`config.mk`:
```
export PLATFORM = sky130hd
export DESIGN_NAME = multicycle_control_unit_flat
export DESIGN_NICKNAME = d
export VERILOG_FILES = /design/src/rtl/multicycle_control_unit_if.sv /design/src/rtl/multicycle_control_unit.sv /design/src/flat_wrapper.sv
export SDC_FILE = /design/constraint.sdc
export NUM_CORES = 1
export LEC_CHECK = 0
export ABC_CLOCK_PERIOD_IN_PS = 2150
export BUFFER_PORTS_ARGS = -buffer_cell sky130_fd_sc_hd__buf_2
export CORE_MARGIN = 4
export CORE_UTILIZATION = 41
export CTS_BUF_LIST = sky130_fd_sc_hd__clkbuf_4 sky130_fd_sc_hd__clkbuf_8 sky130_fd_sc_hd__clkbuf_16
export CTS_CLUSTER_SIZE = 30
export DETAILED_ROUTE_END_ITERATION = 16
export PLACE_DENSITY = 0.78
export SYNTH_ARGS = -nofsm -noshare
export SYNTH_HDL_FRONTEND = slang
export SYNTH_SLANG_ARGS = --single-unit
```
`constraint.sdc`:
```
create_clock -name clk -period 2.15 [get_ports clk]
set_clock_uncertainty 0.1 [all_clocks]
set_input_delay 0.43 -clock clk [delete_from_list [all_inputs] [get_ports clk]]
set_output_delay 0.43 -clock clk [all_outputs]
set_load 0.02 [all_outputs]
```
`src/rtl/multicycle_control_unit_if.sv`:
```
// Control/status bundle between the multi-cycle controller and the RV32I datapath.
// retired_cnt exists only when CTRL_RETIRE_CNT_EN is defined.
interface multicycle_control_unit_if #(
    parameter int unsigned INSTR_WIDTH   = 32,
    parameter int unsigned ALUCTRL_WIDTH = 3
`ifdef CTRL_RETIRE_CNT_EN
    ,
    parameter int unsigned CNT_WIDTH     = 32
`endif
);
    logic [INSTR_WIDTH-1:0]   instr;
    logic                     EQ;
    logic                     mem_ready;
    logic                     fetch_req;
    logic                     IRWrite;
    logic                     PCWrite;
    logic                     PCsrc;
    logic                     RegWrite;
    logic [ALUCTRL_WIDTH-1:0] ALUctrl;
    logic                     ALUsrc;
    logic [1:0]               ImmSrc;
    logic                     MemRead;
    logic                     MemWrite;
    logic                     ResultSrc;
    logic                     trap;
    logic [1:0]               trap_cause;
`ifdef CTRL_RETIRE_CNT_EN
    logic [CNT_WIDTH-1:0]     retired_cnt;
`endif

    modport master (
        input  instr, EQ, mem_ready,
        output fetch_req, IRWrite, PCWrite, PCsrc, RegWrite, ALUctrl, ALUsrc, ImmSrc,
               MemRead, MemWrite, ResultSrc, trap, trap_cause
`ifdef CTRL_RETIRE_CNT_EN
        ,
        output retired_cnt
`endif
    );

    modport slave (
        output instr, EQ, mem_ready,
        input  fetch_req, IRWrite, PCWrite, PCsrc, RegWrite, ALUctrl, ALUsrc, ImmSrc,
               MemRead, MemWrite, ResultSrc, trap, trap_cause
`ifdef CTRL_RETIRE_CNT_EN
        ,
        input  retired_cnt
`endif
    );
endinterface

```
`src/rtl/multicycle_control_unit.sv`:
```
// Multi-cycle RV32I controller: FETCH/DECODE/EXECUTE/MEM/WRITEBACK with memory timeout trap.
// Optional retired-instruction counter enabled by defining CTRL_RETIRE_CNT_EN.
module multicycle_control_unit #(
    parameter int unsigned INSTR_WIDTH    = 32,
    parameter int unsigned ALUCTRL_WIDTH  = 3,
    parameter int unsigned TIMEOUT_CYCLES = 16
`ifdef CTRL_RETIRE_CNT_EN
    ,
    parameter int unsigned CNT_WIDTH      = 32
`endif
) (
    input  logic                       clk,
    input  logic                       rst_n,
    multicycle_control_unit_if.master  ctrl
);
    localparam int unsigned WaitW = $clog2(TIMEOUT_CYCLES + 1);
    localparam logic [WaitW-1:0] WaitLimit = WaitW'(TIMEOUT_CYCLES - 1);

    typedef enum logic [2:0] {StFetch, StDecode, StExecute, StMem, StWriteback, StTrap} state_e;

    state_e           state_q, state_d;
    logic [WaitW-1:0] wait_q, wait_d;
    logic             trap_q;
    logic [1:0]       cause_q, cause_d;
    logic             retire;

    logic [6:0] opcode;
    logic [2:0] funct3;
    logic       funct7_b5;
    logic       is_r, is_addi, is_lw, is_sw, is_beq, is_bne, legal;
    logic [2:0] alu_op;
    logic       alu_src;
    logic [1:0] imm_src;
    logic       unused_instr;

    assign opcode       = ctrl.instr[6:0];
    assign funct3       = ctrl.instr[14:12];
    assign funct7_b5    = ctrl.instr[30];
    assign unused_instr = ^ctrl.instr;

    always_comb begin
        {is_r, is_addi, is_lw, is_sw, is_beq, is_bne} = '0;
        legal   = 1'b1;
        alu_op  = 3'b000;
        alu_src = 1'b0;
        imm_src = 2'b00;
        case (opcode)
            7'b0110011: begin
                is_r = 1'b1;
                case (funct3)
                    3'b000:  alu_op = funct7_b5 ? 3'b001 : 3'b000;
                    3'b111:  alu_op = 3'b010;
                    3'b110:  alu_op = 3'b011;
                    3'b010:  alu_op = 3'b101;
                    default: legal = 1'b0;
                endcase
            end
            7'b0010011: begin is_addi = 1'b1; alu_src = 1'b1; end
            7'b0000011: begin is_lw = 1'b1; alu_src = 1'b1; end
            7'b0100011: begin is_sw = 1'b1; alu_src = 1'b1; imm_src = 2'b01; end
            7'b1100011: begin
                alu_op  = 3'b001;
                imm_src = 2'b10;
                is_beq  = (funct3 == 3'b000);
                is_bne  = (funct3 == 3'b001);
                legal   = is_beq | is_bne;
            end
            default: legal = 1'b0;
        endcase
    end

    always_comb begin
        state_d = state_q;
        wait_d  = '0;
        cause_d = cause_q;
        retire  = 1'b0;
        case (state_q)
            StFetch: begin
                if (ctrl.mem_ready) begin
                    state_d = StDecode;
                end else if (wait_q == WaitLimit) begin
                    state_d = StTrap;
                    cause_d = 2'b10;
                end else begin
                    wait_d = wait_q + 1'b1;
                end
            end
            StDecode: begin
                state_d = legal ? StExecute : StTrap;
                if (!legal) cause_d = 2'b01;
            end
            StExecute: begin
                if (is_beq | is_bne) begin
                    state_d = StFetch;
                    retire  = 1'b1;
                end else if (is_lw | is_sw) begin
                    state_d = StMem;
                end else begin
                    state_d = StWriteback;
                end
            end
            StMem: begin
                if (ctrl.mem_ready) begin
                    state_d = is_lw ? StWriteback : StFetch;
                    retire  = is_sw;
                end else if (wait_q == WaitLimit) begin
                    state_d = StTrap;
                    cause_d = 2'b11;
                end else begin
                    wait_d = wait_q + 1'b1;
                end
            end
            StWriteback: begin
                state_d = StFetch;
                retire  = 1'b1;
            end
            default: state_d = StTrap;
        endcase
    end

    always_comb begin
        ctrl.fetch_req = 1'b0;
        ctrl.IRWrite   = 1'b0;
        ctrl.PCWrite   = 1'b0;
        ctrl.PCsrc     = 1'b0;
        ctrl.RegWrite  = 1'b0;
        ctrl.ALUctrl   = '0;
        ctrl.ALUsrc    = 1'b0;
        ctrl.ImmSrc    = 2'b00;
        ctrl.MemRead   = 1'b0;
        ctrl.MemWrite  = 1'b0;
        ctrl.ResultSrc = 1'b0;
        // Datapath controls stay valid from EXECUTE through the end of the instruction.
        if (state_q inside {StExecute, StMem, StWriteback}) begin
            ctrl.ALUctrl = ALUCTRL_WIDTH'(alu_op);
            ctrl.ALUsrc  = alu_src;
            ctrl.ImmSrc  = imm_src;
        end
        case (state_q)
            StFetch: begin
                ctrl.fetch_req = 1'b1;
                ctrl.IRWrite   = ctrl.mem_ready;
            end
            StExecute: begin
                ctrl.PCWrite = is_beq | is_bne;
                ctrl.PCsrc   = (is_beq & ctrl.EQ) | (is_bne & ~ctrl.EQ);
            end
            StMem: begin
                ctrl.MemRead  = is_lw;
                ctrl.MemWrite = is_sw;
                ctrl.PCWrite  = is_sw & ctrl.mem_ready;
            end
            StWriteback: begin
                ctrl.RegWrite  = 1'b1;
                ctrl.PCWrite   = 1'b1;
                ctrl.ResultSrc = is_lw;
            end
            default: ;
        endcase
        if (!rst_n) begin
            ctrl.fetch_req = 1'b0;
            ctrl.IRWrite   = 1'b0;
            ctrl.PCWrite   = 1'b0;
            ctrl.RegWrite  = 1'b0;
            ctrl.MemRead   = 1'b0;
            ctrl.MemWrite  = 1'b0;
        end
    end

    assign ctrl.trap       = trap_q;
    assign ctrl.trap_cause = cause_q;

`ifdef CTRL_RETIRE_CNT_EN
    logic [CNT_WIDTH-1:0] cnt_q;
    assign ctrl.retired_cnt = cnt_q;
`endif

    always_ff @(posedge clk) begin
        if (!rst_n) begin
            state_q <= StFetch;
            wait_q  <= '0;
            trap_q  <= 1'b0;
            cause_q <= 2'b00;
`ifdef CTRL_RETIRE_CNT_EN
            cnt_q   <= '0;
`endif
        end else begin
            state_q <= state_d;
            wait_q  <= wait_d;
            trap_q  <= trap_q | (state_d == StTrap);
            cause_q <= cause_d;
`ifdef CTRL_RETIRE_CNT_EN
            if (retire) cnt_q <= cnt_q + 1'b1;
`endif
        end
    end
endmodule
```
`src/flat_wrapper.sv`:
```
// flat-port wrapper written by rule: the top's interface ports become plain ports
module multicycle_control_unit_flat 
#(
    parameter int unsigned INSTR_WIDTH    = 32,
    parameter int unsigned ALUCTRL_WIDTH  = 3,
    parameter int unsigned TIMEOUT_CYCLES = 16

)
  (clk, rst_n, ctrl_instr, ctrl_EQ, ctrl_mem_ready, ctrl_fetch_req, ctrl_IRWrite, ctrl_PCWrite, ctrl_PCsrc, ctrl_RegWrite, ctrl_ALUctrl, ctrl_ALUsrc, ctrl_ImmSrc, ctrl_MemRead, ctrl_MemWrite, ctrl_ResultSrc, ctrl_trap, ctrl_trap_cause);
  multicycle_control_unit_if #(.INSTR_WIDTH(INSTR_WIDTH), .ALUCTRL_WIDTH(ALUCTRL_WIDTH)) ctrl_i ();
  input  logic clk;
  input  logic rst_n;
  input wire logic [$bits(ctrl_i.instr)-1:0] ctrl_instr;
  input wire logic [$bits(ctrl_i.EQ)-1:0] ctrl_EQ;
  input wire logic [$bits(ctrl_i.mem_ready)-1:0] ctrl_mem_ready;
  output wire logic [$bits(ctrl_i.fetch_req)-1:0] ctrl_fetch_req;
  output wire logic [$bits(ctrl_i.IRWrite)-1:0] ctrl_IRWrite;
  output wire logic [$bits(ctrl_i.PCWrite)-1:0] ctrl_PCWrite;
  output wire logic [$bits(ctrl_i.PCsrc)-1:0] ctrl_PCsrc;
  output wire logic [$bits(ctrl_i.RegWrite)-1:0] ctrl_RegWrite;
  output wire logic [$bits(ctrl_i.ALUctrl)-1:0] ctrl_ALUctrl;
  output wire logic [$bits(ctrl_i.ALUsrc)-1:0] ctrl_ALUsrc;
  output wire logic [$bits(ctrl_i.ImmSrc)-1:0] ctrl_ImmSrc;
  output wire logic [$bits(ctrl_i.MemRead)-1:0] ctrl_MemRead;
  output wire logic [$bits(ctrl_i.MemWrite)-1:0] ctrl_MemWrite;
  output wire logic [$bits(ctrl_i.ResultSrc)-1:0] ctrl_ResultSrc;
  output wire logic [$bits(ctrl_i.trap)-1:0] ctrl_trap;
  output wire logic [$bits(ctrl_i.trap_cause)-1:0] ctrl_trap_cause;
  assign ctrl_i.instr = ctrl_instr;
  assign ctrl_i.EQ = ctrl_EQ;
  assign ctrl_i.mem_ready = ctrl_mem_ready;
  assign ctrl_fetch_req = ctrl_i.fetch_req;
  assign ctrl_IRWrite = ctrl_i.IRWrite;
  assign ctrl_PCWrite = ctrl_i.PCWrite;
  assign ctrl_PCsrc = ctrl_i.PCsrc;
  assign ctrl_RegWrite = ctrl_i.RegWrite;
  assign ctrl_ALUctrl = ctrl_i.ALUctrl;
  assign ctrl_ALUsrc = ctrl_i.ALUsrc;
  assign ctrl_ImmSrc = ctrl_i.ImmSrc;
  assign ctrl_MemRead = ctrl_i.MemRead;
  assign ctrl_MemWrite = ctrl_i.MemWrite;
  assign ctrl_ResultSrc = ctrl_i.ResultSrc;
  assign ctrl_trap = ctrl_i.trap;
  assign ctrl_trap_cause = ctrl_i.trap_cause;
  multicycle_control_unit #(.INSTR_WIDTH(INSTR_WIDTH), .ALUCTRL_WIDTH(ALUCTRL_WIDTH), .TIMEOUT_CYCLES(TIMEOUT_CYCLES)) u_core (.clk(clk), .rst_n(rst_n), .ctrl(ctrl_i));
endmodule
```
======== Word level (Yosys, flattened, before mapping) ========
Index checks and enable logic that the tools add are counted.
storage, ports and cells
  input bits .............................. 36
  bits in registers ....................... 11
  word-level logic and storage cells ...... 87
operators by class
  muxes and demuxes ....................... 42
  $add $sub $neg .......................... 1
  equality and inequality tests ........... 20
  bitwise logic cells ..................... 11
  reductions and logical operators ........ 9
operator list
  kind                                                   number
  2-to-1 mux 3 bit                                       8
  2-to-1 mux 1 bit                                       21
  case mux 3 bit (5 select lines)                        1
  equality test 7 x 6 -> 1 bit, second input constant    2
  equality test 3 bit, second input constant             4
  2-to-1 mux 2 bit                                       6
  case mux 3 bit (4 select lines)                        1
  equality test 3 x 2 -> 1 bit, second input constant    3
  OR reduction 4 bit                                     2
  equality test 7 x 2 -> 1 bit, second input constant    1
  equality test 7 x 5 -> 1 bit, second input constant    1
  equality test 7 bit, second input constant             1
  equality test 3 x 1 -> 1 bit, second input constant    2
  logical NOT 3 bit                                      2
  inequality test 2 bit, second input constant           3
  case mux 1 bit (3 select lines)                        2
  case mux 2 bit (3 select lines)                        1
  case mux 3 bit (2 select lines)                        1
  AND reduction 6 bit                                    1
  nonzero test 3 bit                                     2
  adder 5 x 1 -> 5 bit, second input constant            1
  equality test 5 x 4 -> 1 bit, second input constant    1
  bitwise OR 1 bit                                       5
  inequality test 2 x 1 -> 1 bit, second input constant  2
  5 further kinds                                        9

======== Depth between registers and ports, before layout ========
Gate-level depths: netlist of the first run.
  word-level depth ........................ 8
  gate-level depth with buffers ........... 7
  gate-level depth less buffers ........... 7

======== Worst setup path before layout of the first run ========
Ideal clock, no wire load.
  path type ............................... input-to-output
  start ................................... input ctrl_instr[2]
  end ..................................... output ctrl_ALUsrc
  path buffers ............................ 0
  data arrival time ....................... 1.836 ns
  cell stages on the path ................. 2
  slack ................................... -0.216 ns
  cells stage by stage .................... nand4bb_1 > a2111oi_0
on the way
  cells in the longest elaborated chain, start to end .. 4
RTL lines
  what                                                        RTL line                        text
  from (decl)                                                 flat_wrapper.sv:13              input wire logic [$bits(ctrl_i.instr)-1:0] ctrl_instr;
  equality test 7 x 5 -> 1 bit, or another cell as far along  multicycle_control_unit.sv:47   case (opcode)
  OR reduction 3 bit (no line) (*)                            n/a
  2-to-1 mux 1 bit (*)                                        multicycle_control_unit.sv:47
  2-to-1 mux 1 bit (*)                                        multicycle_control_unit.sv:134  if (state_q inside {StExecute, StMem, StWriteback}) begin
  to (decl)                                                   flat_wrapper.sv:22              output wire logic [$bits(ctrl_i.ALUsrc)-1:0] ctrl_ALUsrc;
Every way passes the cells marked *; elsewhere a longest branch is shown, timed or not.

======== Worst setup path in the final report of the first run ========
  start ................................... register u_core.state_q[2]
  end ..................................... output ctrl_PCWrite
on the way
  cells in the longest elaborated chain, start to end .. 3
RTL lines
  what                                                                 RTL line                        text
  from (decl)                                                          multicycle_control_unit.sv:21   state_e state_q, state_d;
  from (signal assigned)                                               multicycle_control_unit.sv:180  state_q <= StFetch;
  from (signal assigned)                                               multicycle_control_unit.sv:188  state_q <= state_d;
  equality test 3 bit or equality test 3 x 2 -> 1 bit (tied branches)  multicycle_control_unit.sv:139  case (state_q)
  case mux 1 bit (3 select lines) (*)                                  multicycle_control_unit.sv:139
  2-to-1 mux 1 bit (*)                                                 multicycle_control_unit.sv:160  if (!rst_n) begin
  to (decl)                                                            flat_wrapper.sv:18              output wire logic [$bits(ctrl_i.PCWrite)-1:0] ctrl_PCWrite;
Marks and branches as above.

==> flow_summary.yaml, run 1 <==
synth:
  synth.yosys.seq_area_share_pct: 26.5
  dominantRegCellSynth: "sky130_fd_sc_hd__dfxtp_1"
  synth_top_cell_area_share_pct: 26.5
  netlist_top_cells_area: "sky130_fd_sc_hd__dfxtp_1 27%, sky130_fd_sc_hd__nor2_1 8.1%, sky130_fd_sc_hd__a21oi_1 4.8%, sky130_fd_sc_hd__nor3b_1 4.5%, sky130_fd_sc_hd__nand2_1 3.2%"
  synthMostInstantiatedCell: "sky130_fd_sc_hd__nor2_1"
  syn_inst: 109
  total_of_warnings_raised_by_yosys: 0
  post_synth_most_frequent_cells: "18 x sky130_fd_sc_hd__nor2_1, 11 x sky130_fd_sc_hd__dfxtp_1, 8 x sky130_fd_sc_hd__a21oi_1"
  syn_avg_cell_area_sq_um: 7.62
  synthesis.nets: 147
  synthesis.area_sq_um: 831
  asyncSetResetFlopFracSynth_pct: 0
  synthDominantAreaCellType: "sky130_fd_sc_hd__dfxtp_1"
  synth_enable_flop_cells: 0
  synth.distinct_cells: 41
  synth.ff_latch_count: 11
drt:
  wirelength_um: 2260
  via_count: 981
  drt_pass1_iterations: 4
  dr.first_iter.drc_count: 37
  drc: 0
  routedWlPerCell_um: 12.6
  route.detailed.vias_per_inst: 5.48
  ant_nets: 0
timing:
  layout_setup_ws_ps: -68.7
  worstMarginPinSlew_ps: 468
  max_clock_freq_ghz: 0.451
  post-route-min-period_ps: 2220
  slew_viol_final: 0
  setup_violations: 1
  hold_viol_final: 0
  whs_ps: 352
  max-slew-margin-rel_pct: 68.7
  timing.final.crit_share_pct: 103
  rsz0062_at_grt: "true"
floorplan:
  core.rowCount: 16
  fp.dieH_um: 53.0
  floorplan.die.width_um: 53.0
  floorplan.die_area_sq_um: 2810
  initial_core_util_pct: 42.8
  floorplan.core_area_sq_um: 1940
  top_level_ports: 53
worst_setup_path:
  reg2reg_from: "u_core.wait_q[0]"
  cp_data_required_time_ps: 1620
  crit_buf_inv: 2
  critPathLaunchType: "flip-flop"
  worst_path_largest_cell_delay_ps: 500
  type_of_the_setup_path_with_the_least_slack: "reg2out"
  path_cells: "nor3b_2 > inv_1 > or4_4 > a31oi_2 > buf_4"
  timing.critical_path.to_type: "output pin"
  cp_num_cells: 5
  timing.critical_path.slowest_stage_cell: "sky130_fd_sc_hd__or4_4"
  worstPathMaxFanout: 2
  setup.reg_to_reg.worst_slack_ps: 230
  critical_path.reg2reg.endpoint: "u_core.ctrl.trap_cause[0]"
  critical_path.top_delay_family: "simple AND/OR/NAND/NOR gates"
  arrival_ps: 1690
  reg2regPathDepth: 7
cells_and_area:
  ratio_of_cells_with_drive_above_1_in_the_final_layout_pct: 41.4
  area_growth_syn_to_layout_pct: 42.8
  post-route-util_pct: 61.1
  final.fill_count: 152
  antenna-diode-count: 0
  design.final.nets: 191
global_route:
  number_of_global_route_vias_before_repair: 860
  number_of_antenna_violations_at_the_first_check_in_global_routing: 0
  grt_max_degree: 12
  grt_overflow: 0
  met2_use_gr_pct: 29.8
  grt_first_pass_wirelength_um: 3550
  global_route.peak_usage_layer: "met2"
  grtUsageMet1_pct: 20.8
  met3_usage_pct: 1.97
  groute.usage.overall_pct: 16.9
power:
  pwr_density_cell_nw_per_um2: 543
  comb_power_share_pct: 39.6
  leakage_nw: 0.502
  p_int_mw: 0.416
  power_frac_seq_pct: 37.6
  vdd_ir_drop_max_mv: 0.358
  power.switching_fraction_pct: 35.3
  total_switching_power_mw: 0.227
  pwr-share-clk_pct: 22.8
worst_hold_path:
  min_path_type: "reg2reg"
  hold_path.startpoint: "u_core.wait_q[0]"
  hold-path-endpoint: "u_core.wait_q[0]"
  timing.hold.worst_path_depth: 1
placed_design:
  globalplace.congestion: 0.878
  detailedPlace.worstSlack_ps: -164
  buffer_ports.inserted: 31
  hpwlAfterDp_um: 1680
outcome:
  outcome: "complete, but fails checks"
  violations: "negative setup slack"
run:
  max_capacitance_violation_total: 0
clock_tree:
  cts_sinks: 11
  clock_tree.root_cell: "sky130_fd_sc_hd__clkbuf_4"
  clkLatencyLatePin_ps: 260
  cts_buffers: 3
  cts_tree: "built"
  clk_pin_slew_worst_paths_ps: 60
  clock_path_buffers: 2
  cts-htree-levels: 1
cells in the final DEF, fill, tap and decap left out, drive strengths merged, types with 2 or more instances in the layout:
cell    Yosys  final
a21o        2      2
a21oi       8      8
and3        2      2
buf         4     45
clkbuf      2      4
dfxtp      11     11
ha          2      2
inv         5      5
nand2       7      7
nand2b      4      4
nand3       4      4
nand3b      3      3
nand4b      2      2
nor2       18     18
nor2b       2      2
nor3b       5      5
nor4        2      2
o21a        2      2
o21ai       3      3
o31ai       2      2
xnor2       3      3
area by class of cell:
cell class                      count  area (sq um)  share of cell area (%)
Clock buffer                        4          30.0                    2.53
Inverter                            5          18.8                    1.58
Multi-Input combinational cell     87           606                    51.1
Sequential cell                    11           221                    18.7
Tap cell                           27          33.8                    2.85
Timing Repair Buffer               45           277                    23.3
registers in the layout, summed over array words and instances (netlist names):
register                count
u_core.wait_q               5
u_core.ctrl.trap            1
u_core.state_q              3
u_core.ctrl.trap_cause      2
logic make-up (layout without fill, tap and decap cells):
family / after synthesis / after routing / share of synthesized area (%)
buffers and inverters: 11 / 54 / 6.93
XOR/XNOR: 4 / 4 / 4.22
AO/OA/AOI/OAI: 26 / 26 / 21.2
AND/OR/NAND/NOR: 55 / 55 / 38.1
adder cells (fa/ha/maj): 2 / 2 / 3.01
flip-flops: 11 / 11 / 26.5
power groups by stage:
stage	Sequential (mW)	Clock, mW	Combinational (mW)
after floorplan	0.254	0	0.145
after global placement	0.243	0	0.228
after detailed placement	0.244	0	0.233
after CTS	0.242	0.150	0.242
after global routing	0.245	0.159	0.278
final	0.242	0.147	0.255
metal layers:
metal	part of all wire (%)	routed length (um)	vias to the layer above
li1	-	-	480
met2	50	1130	55
met1	41	924	444
met3	8.0	180	2
met4	1.0	23	0
met5	0	0	-
what timing repair did:
item	CTS	global route
endpoints found under the setup margin	6	9
gates resized for setup	10	6
hold buffers	0	0
setup buffers	1	0
pin swaps	4	1
worst max-delay path by stage:
| stage | from | endpoint | slack (ps) |
|---|---|---|---|
| 3_3_place_gp | ctrl_instr[13] | ctrl_PCWrite | -160 |
| 5_1_grt | u_core.state_q[2] | ctrl_PCWrite | -120 |
| 3_5_place_dp | ctrl_instr[13] | ctrl_PCWrite | -160 |
| 6_report | u_core.state_q[2] | ctrl_PCWrite | -70 |
| 2_1_floorplan | ctrl_instr[5] | ctrl_PCWrite | -100 |
| 4_1_cts | u_core.state_q[2] | ctrl_PCWrite | -70 |
per-stage QoR:
stage / area, sq um / power, mW / setup TNS, ps / cells
4_1_cts: 1160 / 0.635 / -97.1 / 179
6_report: 1190 / 0.643 / -68.7 / 179
5_1_grt: 1190 / 0.682 / -264 / 179
3_5_place_dp: 1090 / 0.478 / -271 / 174
3_3_place_gp: 1090 / 0.471 / -225 / 174
2_1_floorplan: 838 / 0.399 / -186 / 109
worst reg2reg max path, stage by stage, from the launching register on:
cell and delay, ps:
sky130_fd_sc_hd__dfxtp_1 350, sky130_fd_sc_hd__ha_1 190, sky130_fd_sc_hd__and3_1 170, sky130_fd_sc_hd__ha_1 200
sky130_fd_sc_hd__nor3b_1 430, sky130_fd_sc_hd__nand2b_1 100, sky130_fd_sc_hd__a21oi_1 150, sky130_fd_sc_hd__o32ai_1 100
No activity file was read; power rests on OpenSTA's default activity.
==> run 2: changes to the inputs <==
- ABC_AREA: unset -> 1
==> run 2 against run 1 <==
  * The flow now finishes without violations
  * Critical endpoint is now ctrl_ALUctrl[2]
  * First-iteration DRC count shrank 30%
  * Synthesized cell count up 29%
  * Area after synthesis down 2.7%
  * Via count up 1.4%
  * Die area down 2.3%
  * Sequential power rose by 12%
  * Clock-buffer cell count stayed put
  * Highest routed layer unchanged
  * Sequential share of layout area is 2.7 points higher
  * Final cell count rose by 13%
  * Combinational power grew 35%
  * Wire length decreased by 11%
  * Setup slack gained 230 ps
==> flow_summary.yaml, run 2 <==
cells_and_area:
  final_common_cell: "sky130_fd_sc_hd__nand2_1"
  antenna-diode-count: 0
  instances_no_fill: 202
  design.final.nets: 216
  area_growth_syn_to_layout_pct: 27.7
  ratio_of_cells_with_drive_above_1_in_the_final_layout_pct: 28.2
  largest_reg_flops: 5
  finish.instance_area_sq_um: 1030
  largest_reg_by_ff_count: "u_core.wait_q"
  final.fill_count: 200
  layout_common_cells: "32 x sky130_fd_sc_hd__nand2_1, 31 x sky130_fd_sc_hd__nor2_1, 31 x sky130_fd_sc_hd__buf_2"
  post-route-util_pct: 57.3
worst_setup_path:
  critPathLaunchType: "flip-flop"
  setup.worst_path.end: "ctrl_ALUctrl[2]"
  timing.critical_path.to_type: "output pin"
  type_of_the_setup_path_with_the_least_slack: "reg2out"
  cp_data_required_time_ps: 1620
  timing.critical_path.slowest_stage_cell: "sky130_fd_sc_hd__dfxtp_1"
  crit_path_frequent_cell: "sky130_fd_sc_hd__nor2_1"
  reg2regPathDepth: 12
  setup.reg_to_reg.worst_slack_ps: 370
  worstPathMaxFanout: 5
  reg2reg_from: "u_core.wait_q[0]"
  arrival_ps: 1460
  worst_path_largest_cell_delay_ps: 360
  critical_path.reg2reg.endpoint: "u_core.ctrl.trap"
  critical_path_start: "u_core.state_q[1]"
  path_cells: "nor2_1 > nor2_1 > inv_1 > nand4_1 > nor3_1 > buf_2"
placed_design:
  buffer_ports.inserted: 31
  globalplace.congestion: 0.859
  detailed_place.area_sq_um: 1000
  detailedPlace.worstSlack_ps: 179
  hpwlAfterDp_um: 1700
  dp.cells: 198
synth:
  asyncSetResetFlopFracSynth_pct: 0
  synthesis.nets: 179
  netlist_top_cells_area: "sky130_fd_sc_hd__dfxtp_1 27%, sky130_fd_sc_hd__nand2_1 15%, sky130_fd_sc_hd__nor2_1 14%, sky130_fd_sc_hd__nand3_1 9.3%, sky130_fd_sc_hd__inv_1 8.4%"
  synth_enable_flop_cells: 0
  synth_top_cell_area_share_pct: 27.2
  synth.distinct_cells: 20
  synth.ff_latch_count: 11
  post_synth_most_frequent_cells: "32 x sky130_fd_sc_hd__nand2_1, 31 x sky130_fd_sc_hd__nor2_1, 18 x sky130_fd_sc_hd__inv_1"
  synthDominantAreaCellType: "sky130_fd_sc_hd__dfxtp_1"
  syn_inst: 141
  total_of_warnings_raised_by_yosys: 0
  synthMostInstantiatedCell: "sky130_fd_sc_hd__nand2_1"
  syn_avg_cell_area_sq_um: 5.73
  synthesis.area_sq_um: 808
  dominantRegCellSynth: "sky130_fd_sc_hd__dfxtp_1"
  synth.yosys.seq_area_share_pct: 27.2
power:
  power_frac_seq_pct: 35.1
  leakage_nw: 0.569
  pwr-share-clk_pct: 20.2
  p_int_mw: 0.437
  vdd_ir_drop_max_mv: 0.562
  comb_power_share_pct: 44.7
  pwr_density_cell_nw_per_um2: 748
  power.switching_fraction_pct: 43.4
  total_switching_power_mw: 0.335
  total_power_consumption_of_the_routed_design_mw: 0.772
timing:
  slew_viol_final: 0
  setup-tns-final_ps: 0
  max-slew-margin-rel_pct: 82.2
  layout_setup_ws_ps: 164
  setup_violations: 0
  rsz0062_at_grt: "false"
  post-route-min-period_ps: 1990
  whs_ps: 335
  worstMarginPinSlew_ps: 267
  max_clock_freq_ghz: 0.503
  timing.final.crit_share_pct: 92.4
  hold_viol_final: 0
drt:
  ant_nets: 0
  drt_pass1_iterations: 4
  route.detailed.vias_per_inst: 4.93
  routedWlPerCell_um: 10.0
  wirelength_um: 2020
  dr.first_iter.drc_count: 26
  via_count: 995
  drc: 0
floorplan:
  initial_core_util_pct: 44.9
  core.rowCount: 15
  fp.dieH_um: 52.4
  floorplan.core_area_sq_um: 1800
  top_level_ports: 53
  floorplan.die.width_um: 52.4
  floorplan.die_area_sq_um: 2750
global_route:
  number_of_antenna_violations_at_the_first_check_in_global_routing: 0
  grt_max_degree: 9
  grt_first_pass_wirelength_um: 3290
  groute.usage.overall_pct: 15.3
  grt_overflow: 0
  number_of_global_route_vias_before_repair: 834
clock_tree:
  cts_sinks: 11
  post_cts.resized_instances: 0
  clkLatencyLatePin_ps: 270
  postcts_setup_bufs: 0
  cts-htree-levels: 1
  clk_pin_slew_worst_paths_ps: 70
  cts_buffers: 3
  ctsHoldBuffers: 0
  cts_tree: "built"
  clock_path_buffers: 2
  clock_tree.root_cell: "sky130_fd_sc_hd__clkbuf_4"
worst_hold_path:
  min_path_type: "in2reg"
  timing.hold.worst_path_depth: 3
run:
  max_capacitance_violation_total: 0
outcome:
  outcome: "finished clean"
==> run 2: cell types whose count changed after synthesis, sizes merged, moves of 4 or more <==
cell and delta:
nand2 +29, inv +19, nor2 +16, nand3 +11, buf -4, nand2b -4
nor3b -4
==> run 2: how the worst min path moves through the flow <==
stage / from / end
5_1_grt: u_core.wait_q[0] / u_core.wait_q[0]
2_1_floorplan: u_core.wait_q[0] / u_core.wait_q[0]
3_5_place_dp: u_core.ctrl.trap / u_core.ctrl.trap
3_3_place_gp: u_core.wait_q[0] / u_core.wait_q[0]
6_report: rst_n / u_core.ctrl.trap
4_1_cts: rst_n / u_core.ctrl.trap
==> run 2: layout make-up <==
class / count / area (sq um) / share of cell area (%)
repair buffers: 32 / 163 / 15.8
multi-input cells: 106 / 498 / 48.2
flip-flops and latches: 11 / 220 / 21.3
inverters: 24 / 90.1 / 8.73
clock buffers: 4 / 30.0 / 2.91
well taps: 25 / 31.3 / 3.03
==> run 2: metal layers <==
layer / global-route usage (%) / up-vias / share of wire [%]
met5: 0 / - / 0
met4: 3.83 / 0 / 0.69
met3: 1.99 / 4 / 7.7
met2: 26.9 / 37 / 48
met1: 19.4 / 440 / 43
li1: - / 514 / -
==> run 2: power groups by stage <==
stage	combinational (mW)	clock, mW	sequential [mW]
2_1_floorplan	0.233	0	0.289
3_3_place_gp	0.333	0	0.272
3_5_place_dp	0.344	0	0.275
4_1_cts	0.344	0.158	0.271
5_1_grt	0.385	0.171	0.276
6_report	0.345	0.156	0.271
==> run 2: kinds of logic (layout without fill, tap and decap cells) <==
kind of cell             count (synthesis)  after routing  synth area share, %
AND/OR/NAND/NOR                         93             93                 50.3
adder cells (fa/ha/maj)                  2              2                 3.10
AO/OA/AOI/OAI                            9              9                 6.04
buffers and inverters                   24             60                 11.1
XOR/XNOR                                 2              2                 2.17
flip-flops                              11             11                 27.2
==> run 2: critical path: cells and delay by family (launching register included) <==
kind	cells	cell delay, ps
buffers and inverters	2	300
AND/OR/NAND/NOR	4	520
flip-flops	1	360
